**src/rtl/iir_lpf_mc.sv**
```systemverilog
// iir_lpf_mc: multichannel cascaded 1st-order IIR low-pass, one shared 18x18 multiplier.
// Define IIR_LPF_MC_SAT_EN to saturate each stage result instead of wrapping.
module iir_lpf_mc #(
   parameter int CHANNELS = 2,
   parameter int STAGES   = 1,
   parameter int A2_DEF   = -32440,
   parameter int B_DEF    = 164
) (
   input  logic                   clk,
   input  logic                   reset,
   input  logic [9:0]             div,
   input  logic [16*CHANNELS-1:0] in,
   input  logic                   coef_we,
   input  logic [1:0]             coef_stage,
   input  logic [1:0]             coef_sel,
   input  logic [17:0]            coef_data,
   input  logic                   overrun_clr,
   output logic [16*CHANNELS-1:0] out,
   output logic                   out_valid,
   output logic                   overrun
);
   localparam int CW = (CHANNELS > 1) ? $clog2(CHANNELS) : 1;
   localparam int SW = (STAGES > 1) ? $clog2(STAGES) : 1;
   localparam logic signed [17:0] BD = 18'(B_DEF);
   localparam logic signed [17:0] AD = 18'(A2_DEF);

   typedef enum logic [2:0] {IDLE, MUL_B1, MUL_B2, MUL_A2, STORE} state_t;
   state_t state, nstate;

   logic [9:0] cnt;
   logic strobe, accept, drop, last_ch, last_stg;
   logic [CW-1:0] ch;
   logic [SW-1:0] stg;
   logic signed [17:0] sh_b1 [STAGES];
   logic signed [17:0] sh_b2 [STAGES];
   logic signed [17:0] sh_a2 [STAGES];
   logic signed [17:0] ac_b1 [STAGES];
   logic signed [17:0] ac_b2 [STAGES];
   logic signed [17:0] ac_a2 [STAGES];
   logic signed [17:0] nb1 [STAGES];
   logic signed [17:0] nb2 [STAGES];
   logic signed [17:0] na2 [STAGES];
   logic signed [15:0] xp [CHANNELS][STAGES];
   logic signed [15:0] yp [CHANNELS][STAGES];
   logic [16*CHANNELS-1:0] samp, outs, outs_n;
   logic signed [15:0] sy, xcur, ycur;
   logic signed [17:0] ma, mb;
   logic signed [35:0] prod;
   logic signed [39:0] acc;

   assign strobe   = (div != 10'd0) && (cnt >= div - 10'd1);
   assign last_ch  = (ch == CW'(CHANNELS - 1));
   assign last_stg = (stg == SW'(STAGES - 1));

   // sample-rate divider; >= makes a shrunk div wrap on the next clock
   always_ff @(posedge clk) begin
      if (reset || div == 10'd0) cnt <= '0;
      else if (strobe)           cnt <= '0;
      else                       cnt <= cnt + 10'd1;
   end

   // sequencer state register
   always_ff @(posedge clk) begin
      if (reset) state <= IDLE;
      else       state <= nstate;
   end

   // next state, plus strobe accept/drop decode
   always_comb begin
      nstate = state;
      accept = 1'b0;
      drop   = 1'b0;
      unique case (state)
         IDLE: begin
            accept = strobe;
            if (strobe) nstate = MUL_B1;
         end
         MUL_B1:  nstate = MUL_B2;
         MUL_B2:  nstate = MUL_A2;
         MUL_A2:  nstate = STORE;
         STORE:   nstate = (last_ch && last_stg) ? IDLE : MUL_B1;
         default: nstate = IDLE;
      endcase
      if (state != IDLE) drop = strobe;
   end

   // (channel, stage) position, channel-major order
   always_ff @(posedge clk) begin
      if (reset || accept) begin
         ch  <= '0;
         stg <= '0;
      end else if (state == STORE) begin
         if (last_stg) begin
            stg <= '0;
            ch  <= last_ch ? '0 : ch + 1'b1;
         end else begin
            stg <= stg + 1'b1;
         end
      end
   end

   // shadow bank with this cycle's write folded in, so a same-cycle commit sees it
   always_comb begin
      for (int s = 0; s < STAGES; s++) begin
         nb1[s] = sh_b1[s];
         nb2[s] = sh_b2[s];
         na2[s] = sh_a2[s];
         if (coef_we && int'(coef_stage) == s) begin
            case (coef_sel)
               2'd0:    nb1[s] = coef_data;
               2'd1:    nb2[s] = coef_data;
               2'd2:    na2[s] = coef_data;
               default: ;
            endcase
         end
      end
   end

   // shadow bank always tracks writes; active bank only moves at sample commit
   always_ff @(posedge clk) begin
      for (int s = 0; s < STAGES; s++) begin
         if (reset) begin
            sh_b1[s] <= BD;
            sh_b2[s] <= BD;
            sh_a2[s] <= AD;
            ac_b1[s] <= BD;
            ac_b2[s] <= BD;
            ac_a2[s] <= AD;
         end else begin
            sh_b1[s] <= nb1[s];
            sh_b2[s] <= nb2[s];
            sh_a2[s] <= na2[s];
            if (accept) begin
               ac_b1[s] <= nb1[s];
               ac_b2[s] <= nb2[s];
               ac_a2[s] <= na2[s];
            end
         end
      end
   end

   assign xcur = (stg == '0) ? $signed(samp[{ch, 4'b0} +: 16]) : sy;

   // operand select for the shared multiplier
   always_comb begin
      ma = '0;
      mb = '0;
      unique case (state)
         MUL_B1: begin
            ma = ac_b1[stg];
            mb = {{2{xcur[15]}}, xcur};
         end
         MUL_B2: begin
            ma = ac_b2[stg];
            mb = {{2{xp[ch][stg][15]}}, xp[ch][stg]};
         end
         MUL_A2: begin
            ma = ac_a2[stg];
            mb = {{2{yp[ch][stg][15]}}, yp[ch][stg]};
         end
         default: ;
      endcase
   end

   assign prod = ma * mb;

`ifdef IIR_LPF_MC_SAT_EN
   // clamp when acc>>>15 does not fit in 16 bits
   always_comb begin
      if (acc[39:30] == {10{acc[39]}}) ycur = acc[30:15];
      else                             ycur = acc[39] ? 16'sh8000 : 16'sh7fff;
   end
`else
   assign ycur = acc[30:15];
`endif

   // staging copy of out with the current channel's final result inserted
   always_comb begin
      outs_n = outs;
      outs_n[{ch, 4'b0} +: 16] = ycur;
   end

   // accumulate, then store stage history and publish all channels together
   always_ff @(posedge clk) begin
      if (reset) begin
         acc       <= '0;
         sy        <= '0;
         samp      <= '0;
         outs      <= '0;
         out       <= '0;
         out_valid <= 1'b0;
         for (int c = 0; c < CHANNELS; c++) begin
            for (int s = 0; s < STAGES; s++) begin
               xp[c][s] <= '0;
               yp[c][s] <= '0;
            end
         end
      end else begin
         out_valid <= 1'b0;
         if (accept) samp <= in;
         unique case (state)
            MUL_B1: acc <= {{4{prod[35]}}, prod};
            MUL_B2: acc <= acc + {{4{prod[35]}}, prod};
            MUL_A2: acc <= acc - {{4{prod[35]}}, prod};
            STORE: begin
               xp[ch][stg] <= xcur;
               yp[ch][stg] <= ycur;
               sy          <= ycur;
               if (last_stg) begin
                  outs <= outs_n;
                  if (last_ch) begin
                     out       <= outs_n;
                     out_valid <= 1'b1;
                  end
               end
            end
            default: ;
         endcase
      end
   end

   // sticky overrun; a drop wins over a same-cycle clear
   always_ff @(posedge clk) begin
      if (reset)            overrun <= 1'b0;
      else if (drop)        overrun <= 1'b1;
      else if (overrun_clr) overrun <= 1'b0;
   end

endmodule
```
**config.mk**
```make
export PLATFORM = sky130hd
export DESIGN_NAME = iir_lpf_mc
export DESIGN_NICKNAME = d
export VERILOG_FILES = /design/src/rtl/iir_lpf_mc.sv
export SDC_FILE = /design/constraint.sdc
export NUM_CORES = 1
export LEC_CHECK = 0
export BUFFER_PORTS_ARGS = -buffer_cell sky130_fd_sc_hd__buf_2
export CORE_MARGIN = 1
export CORE_UTILIZATION = 45
export DETAILED_ROUTE_END_ITERATION = 8
export PLACE_DENSITY = 0.72
export SLEW_MARGIN = 40
export SYNTH_ARGS = -nofsm -noshare
export SYNTH_HDL_FRONTEND = slang
export SYNTH_SLANG_ARGS = --single-unit
```
**constraint.sdc**
```tcl
create_clock -name clk -period 11.9 [get_ports clk]
set_clock_uncertainty 0.2 [all_clocks]
set_input_delay 1.785 -clock clk [delete_from_list [all_inputs] [get_ports clk]]
set_output_delay 1.785 -clock clk [all_outputs]
set_load 0.1 [all_outputs]
```
# Yosys cells after proc, flatten, opt, wreduce, memory -nomap -nowiden
# Memory sizes are Yosys's and may differ from the RTL's. A register that Yosys moved wholly into a read port is not among the register bits.
# Index checks and enable logic that the tools add are counted.
# W data, S select, Z words.
[word_totals]
inputBits = 68
rom_bits = 0
regBits = 169
latchBits = 0
output_inout_bits = 34
ram_bits = 172
n_memories = 8
[classes]
muxes = 55
div_mod_pow = 0
n_lt_le_gt_ge = 3
shifts = 3
addsub = 7
bitwise = 2
eq_ne = 7
mul = 1
n_reduce_logical = 26
[mem_list]
columns = ["memory", "words", "width", "rd", "rd_ports_with_merged_regs", "wr", "line_no", "text"]
rows = [
  ["xp", 2, 16, 1, 1, 2, "43", "logic signed [15:0] xp [CHANNELS][STAGES];"],
  ["yp", 2, 16, 1, 1, 2, "44", "logic signed [15:0] yp [CHANNELS][STAGES];"],
  ["ac_a2", 1, 18, 1, 0, 1, "39", "logic signed [17:0] ac_a2 [STAGES];"],
  ["ac_b1", 1, 18, 1, 0, 1, "37", "logic signed [17:0] ac_b1 [STAGES];"],
  ["ac_b2", 1, 18, 1, 0, 1, "38", "logic signed [17:0] ac_b2 [STAGES];"],
  ["sh_a2", 1, 18, 1, 0, 1, "36", "logic signed [17:0] sh_a2 [STAGES];"],
  ["2 more memories", "n/a", "n/a", "n/a", "n/a", "n/a", "n/a", ""],
]
[ops]
columns = ["cell", "n"]
rows = [
  ["$mux W18", 12],
  ["$pmux W40 S3", 1],
  ["$pmux W18 S3", 2],
  ["$reduce_or A18 Y1", 6],
  ["$mux W16", 5],
  ["$add A40 B40 Y40", 1],
  ["$sub A40 B40 Y40", 1],
  ["$mul A18 B18 Y36", 1],
  ["$bwmux W32", 1],
  ["$mux W1", 32],
  ["$reduce_or A16 Y1", 2],
  ["$shift A16 B7 Y32 const A", 1],
  ["$shiftx A16 B7 Y32", 1],
  ["$shiftx A32 B6 Y16", 1],
  ["$pmux W3 S5", 1],
  ["$add A10 B1 Y10 const B", 1],
  ["$ge A10 B10 Y1", 1],
  ["$logic_not A10 Y1", 1],
  ["$reduce_bool A10 Y1", 1],
  ["$sub A10 B1 Y10 const B", 1],
  ["$neg A5 Y7", 1],
  ["$eq A3 B2 Y1 const B", 2],
  ["$reduce_bool A3 Y1", 2],
  ["$logic_and A1 B1 Y1", 4],
  ["18 further kinds", 22],
]

# Logic depth before layout (Yosys ltp)
[logic_depth]
depth_word = 9
depth_mapped = 43

# Least setup slack after synthesis
# No wires, ideal clock.
[synth_path]
path_kind = "register to register"
start = "register (tool-made name)"
end = "register acc[28]"
period_less_slack_ps = 10202
setup_ps = 114
slack_ps = 1698
stages_incl_launch_ff = 38
n_path_buf = 4
arrival_time_ps = 9888
path_cell_list = "dfxtp_1 -> clkbuf_1 -> buf_2 -> buf_1 -> mux2_2 -> a21oi_1 -> clkbuf_1 -> nor2_1 -> fa_1 -> inv_1 -> fa_1 -> fa_1 -> fa_1 -> inv_1 -> fa_1 -> inv_1 -> fa_1 -> inv_1 -> (+2 left out) -> a31o_2 -> a211oi_1 -> nor3_1 -> xor2_1 -> or4_1 -> nor3_2 -> a31oi_1 -> xnor2_1 -> ha_1 -> and3_1 -> a41oi_1 -> o21ai_0 -> o211a_1 -> o21a_1 -> o21ai_0 -> mux2i_1 -> nor2_1 -> a2111oi_0"
[synth_lines]
columns = ["element", "line_no", "text"]
rows = [
  ["to (signal assigned)", "202", "MUL_B1: acc <= {{4{prod[35]}}, prod};"],
  ["to (signal assigned)", "203", "MUL_B2: acc <= acc + {{4{prod[35]}}, prod};"],
  ["to (signal assigned)", "204", "MUL_A2: acc <= acc - {{4{prod[35]}}, prod};"],
  ["to (decl)", "49", "logic signed [39:0] acc;"],
]

# Worst setup path after layout
[layout_path]
start = "register state[1]"
end = "register acc[28]"
[layout_via]
elab_chain_len = 5
word_cells_on_any_way = 10
classes_between = "2 x add/sub; 1 x mul; 3 x eq/ne; 3 x mux; 1 x reduce/logical"
[layout_lines]
columns = ["element", "line_no", "text"]
rows = [
  ["from (decl)", "28", "state_t state, nstate;"],
  ["from (signal assigned)", "65", "else state <= nstate;"],
  ["$eq A3 B2 Y1 or $eq A3 B1 Y1 (tied branches)", "148, 201", ""],
  ["$pmux W18 S3", "148", "unique case (state)"],
  ["$mul A18 B18 Y36", "165", "assign prod = ma * mb;"],
  ["$sub A40 B40 Y40 or $add A40 B40 Y40 (tied branches)", "204, 203", ""],
  ["$pmux W40 S3", "201", "unique case (state)"],
]
# Several ways; a longest one is shown, not always the timed one.
# A chain may end at the register's enable or synchronous reset.

==> flow_summary.ini <==
[run_status]
status = finished, final reports clean

[layout]
layout.cells.most_common_list = inv_1, nand2_1, fa_1
drive_gt1_share_pct = 9.51
final_nets = 3447
flow.area_growth_from_synthesis_pct = 9.14
mostFrequentLayoutCell = inv_1
final_area_sq_mm = 0.0291
final_core_util_pct = 50.1

[floorplanning]
i_o_pin_count = 102
number_of_placement_rows = 88
overall_die_height_microns = 245
design.die.area_sq_mm = 0.0601
initial_utilization_pct = 45.9
horiz_die_dim_microns = 245
core_area_sq_mm = 0.0580

[timing]
worst-slew-pin-transition_ns = 0.806
relSlewSlack_pct = 46.2
postLayoutSetupSlackWorst_ns = 1.05
setup_viol = 0
rsz0062_at_grt = false
hold_violations = 0
maxSlewViolCount = 0
achievable-frequency_mhz = 92.2
timing.setup.tns_ns = 0
finalCriticalPeriod_ns = 10.85
finalCritPeriodShare_pct = 91.2

[routing]
route.detailed.wl_per_inst_microns = 17.8
vias_per_cell = 5.45
postRouteWirelength_microns = 66700
drt_first_pass_iters = 7
detail_route.drc_violations = 0
vias_post_dr = 20400
drt_first_iter_violations = 1611
drtAntennaViolNets = 0

[clocking]
clock_latency_ns = 0.58
clock_tree.root_cell = clkbuf_16
cts_inserted_buffers = 31
clkTransAtPathRegs_ns = 0.07
htreeDepth = 1
cts.path.max_buffers = 3
tritoncts = done
cts.sinks = 316
post_cts.resized_instances = 0
postCtsHoldBufs = 0
cts_post_setup_buffers_inserted = 0

[pwr]
p_leak_nw = 12.1
p_per_area_mw_per_mm2 = 76.8
worst_ir_drop_vdd_uv = 108

[global_routing]
first_pass_grt_wire_length_microns = 110000
groute.layer.met2.usage_pct = 39.4
pin_count_of_the_biggest_net_entering_global_routing = 99
globalRouteMet3Util_pct = 3.46
grt.total_usage_pct = 22.9
overflow = 0
grt_antenna_before_repair = 0
use_met1_pct = 29.1
first_global_vias = 20800
grt_most_used_layer = met2

[setup_path]
worstPathArrival_ns = 11.12
crit_path_frequent_cell = fa_1
worstSetupPathType = reg -> reg
critical-path-slowest-cell = or4_1
r2r_start = state[1]
cpPeakStageDelay_ns = 0.62
setup.worst_path.start_class = register
timing.critical_path.from = state[1]
worstPathRequired_ns = 12.17
worst-path-max-fanout = 26
timing.critical_path.to_type = register

[place]
post-dp-hpwl_microns = 49900
placed_cell_area_sq_mm = 0.0280
port-buffer-count = 101
post-place-ws_ns = 1.10
place_congestion = 0.920

[synthesis]
post_synthesis_net_count = 3404
post-synth-top-area-cell = fa_1
yosys_register_bits = 316
netlist_instances = 2917
ys_top_cells_by_area = fa_1, dfxtp_1, edfxtp_1
synth.top_cell.area_share_pct = 21.5
synthesis.area_sq_mm = 0.0266
synth-edff-count = 118
seq_area_frac_synth_pct = 28.2
synth.lib_cells_used.distinct = 72
ys_warn_count = 0
synth-async-reset-ratio_pct = 0
synth-main-ff-cell = dfxtp_1
synthesis.area_per_instance_sq_um = 9.13

[min_path]
timing.hold.worst.start = outs[25]
hold_path.class = reg -> reg

[job]
drv.max_cap_violation_count = 0
-- layout make-up --
cell class / instances / area [sq um]
inverter: 391 / 1470
clock inverter: 18 / 130
tap: 765 / 957
sequential: 316 / 7510
clock buffer: 40 / 863
fill: 5321 / 29000
multi-input combinational: 2061 / 17200
timing repair buffer: 159 / 947
antenna: 1 / 2.50
-- path summary, 6_finish.rpt --
| check | to | slack, ns | depth (start not counted) |
|---|---|---|---|
| max | acc[28] | 1.05 | 36 |
| min | outs[25] | 0.25 | 2 |
| max reg2reg | acc[28] | 1.05 | 36 |
| min reg2reg | outs[25] | 0.25 | 2 |
-- cell usage after synthesis, types with 29 or more instances --
cell      instances
ha_1            133
xnor2_1          69
o21ai_0          69
xor2_1           35
fa_1            286
clkbuf_1        133
mux2_2           29
nand2_1         289
nor2_1          278
mux2i_1         118
nand3_1          45
and2_1           76
edfxtp_1        118
nand2b_1         47
a21o_1           51
nor2b_1          29
nor3_1           78
a21oi_1         162
a211oi_1         55
inv_1           391
dfxtp_1         198
-- report_power, final --
part | switching (mW) | internal [mW] | leakage (nW) | total, mW
Combinational | 0.0768 | 0.0523 | 8.81 | 0.129
Sequential | 0.00763 | 1.14 | 2.77 | 1.14
Clock | 0.425 | 0.534 | 0.490 | 0.959
Total | 0.510 | 1.72 | 12.1 | 2.23
-- through the flow --
step                cells  hold WS (ns)  total power [mW]
floorplan            2917         0.225              1.25
global placement     3692         0.233              1.29
detailed placement   3692         0.238              1.30
CTS                  3750         0.255              2.25
global route         3750         0.266              2.31
finish               3751         0.254              2.23
-- sequential cells by signal, summed over array words and instances, names as in the netlist, named ones only --
signal / count
out: 32
outs: 32
samp: 32
xp: 32
yp: 32
acc: 31
ac_a2: 18
ac_b1: 18
ac_b2: 18
sh_a2: 18
sh_b1: 18
sh_b2: 18
cnt: 10
state: 3
ch: 1
out_valid: 1
overrun: 1
-- per-layer routing --
| metal | wire length, microns | vias to the layer above |
|---|---|---|
| li1 | - | 9673 |
| met1 | 27700 | 9976 |
| met2 | 32500 | 637 |
| met3 | 4070 | 144 |
| met4 | 2470 | 0 |
| met5 | 0 | - |
-- worst max-delay path, delay by kind of cell, from the launching register on --
family	cells	cell delay (ns)
xor gates and xnor gates	1	0.17
AOI/OAI and AO/OA	9	1.83
and+or+nand+nor	11	3.18
buffers and inverters	6	1.14
adders and majority gates	8	3.53
muxes	1	0.20
DFF	1	0.48
-- kinds of logic (layout without fill, tap and decap cells) --
logic type	Yosys count	count (layout)	synth area share [%]
compound gates	460	460	11.1
simple gates	930	930	16.2
buf+inv	540	608	7.63
xor+xnor	105	105	3.48
flops	316	316	28.2
fa+ha+maj	419	419	27.8
mux	147	147	5.66
other cells	0	1	0
No activity file was read; power rests on OpenSTA's default activity.
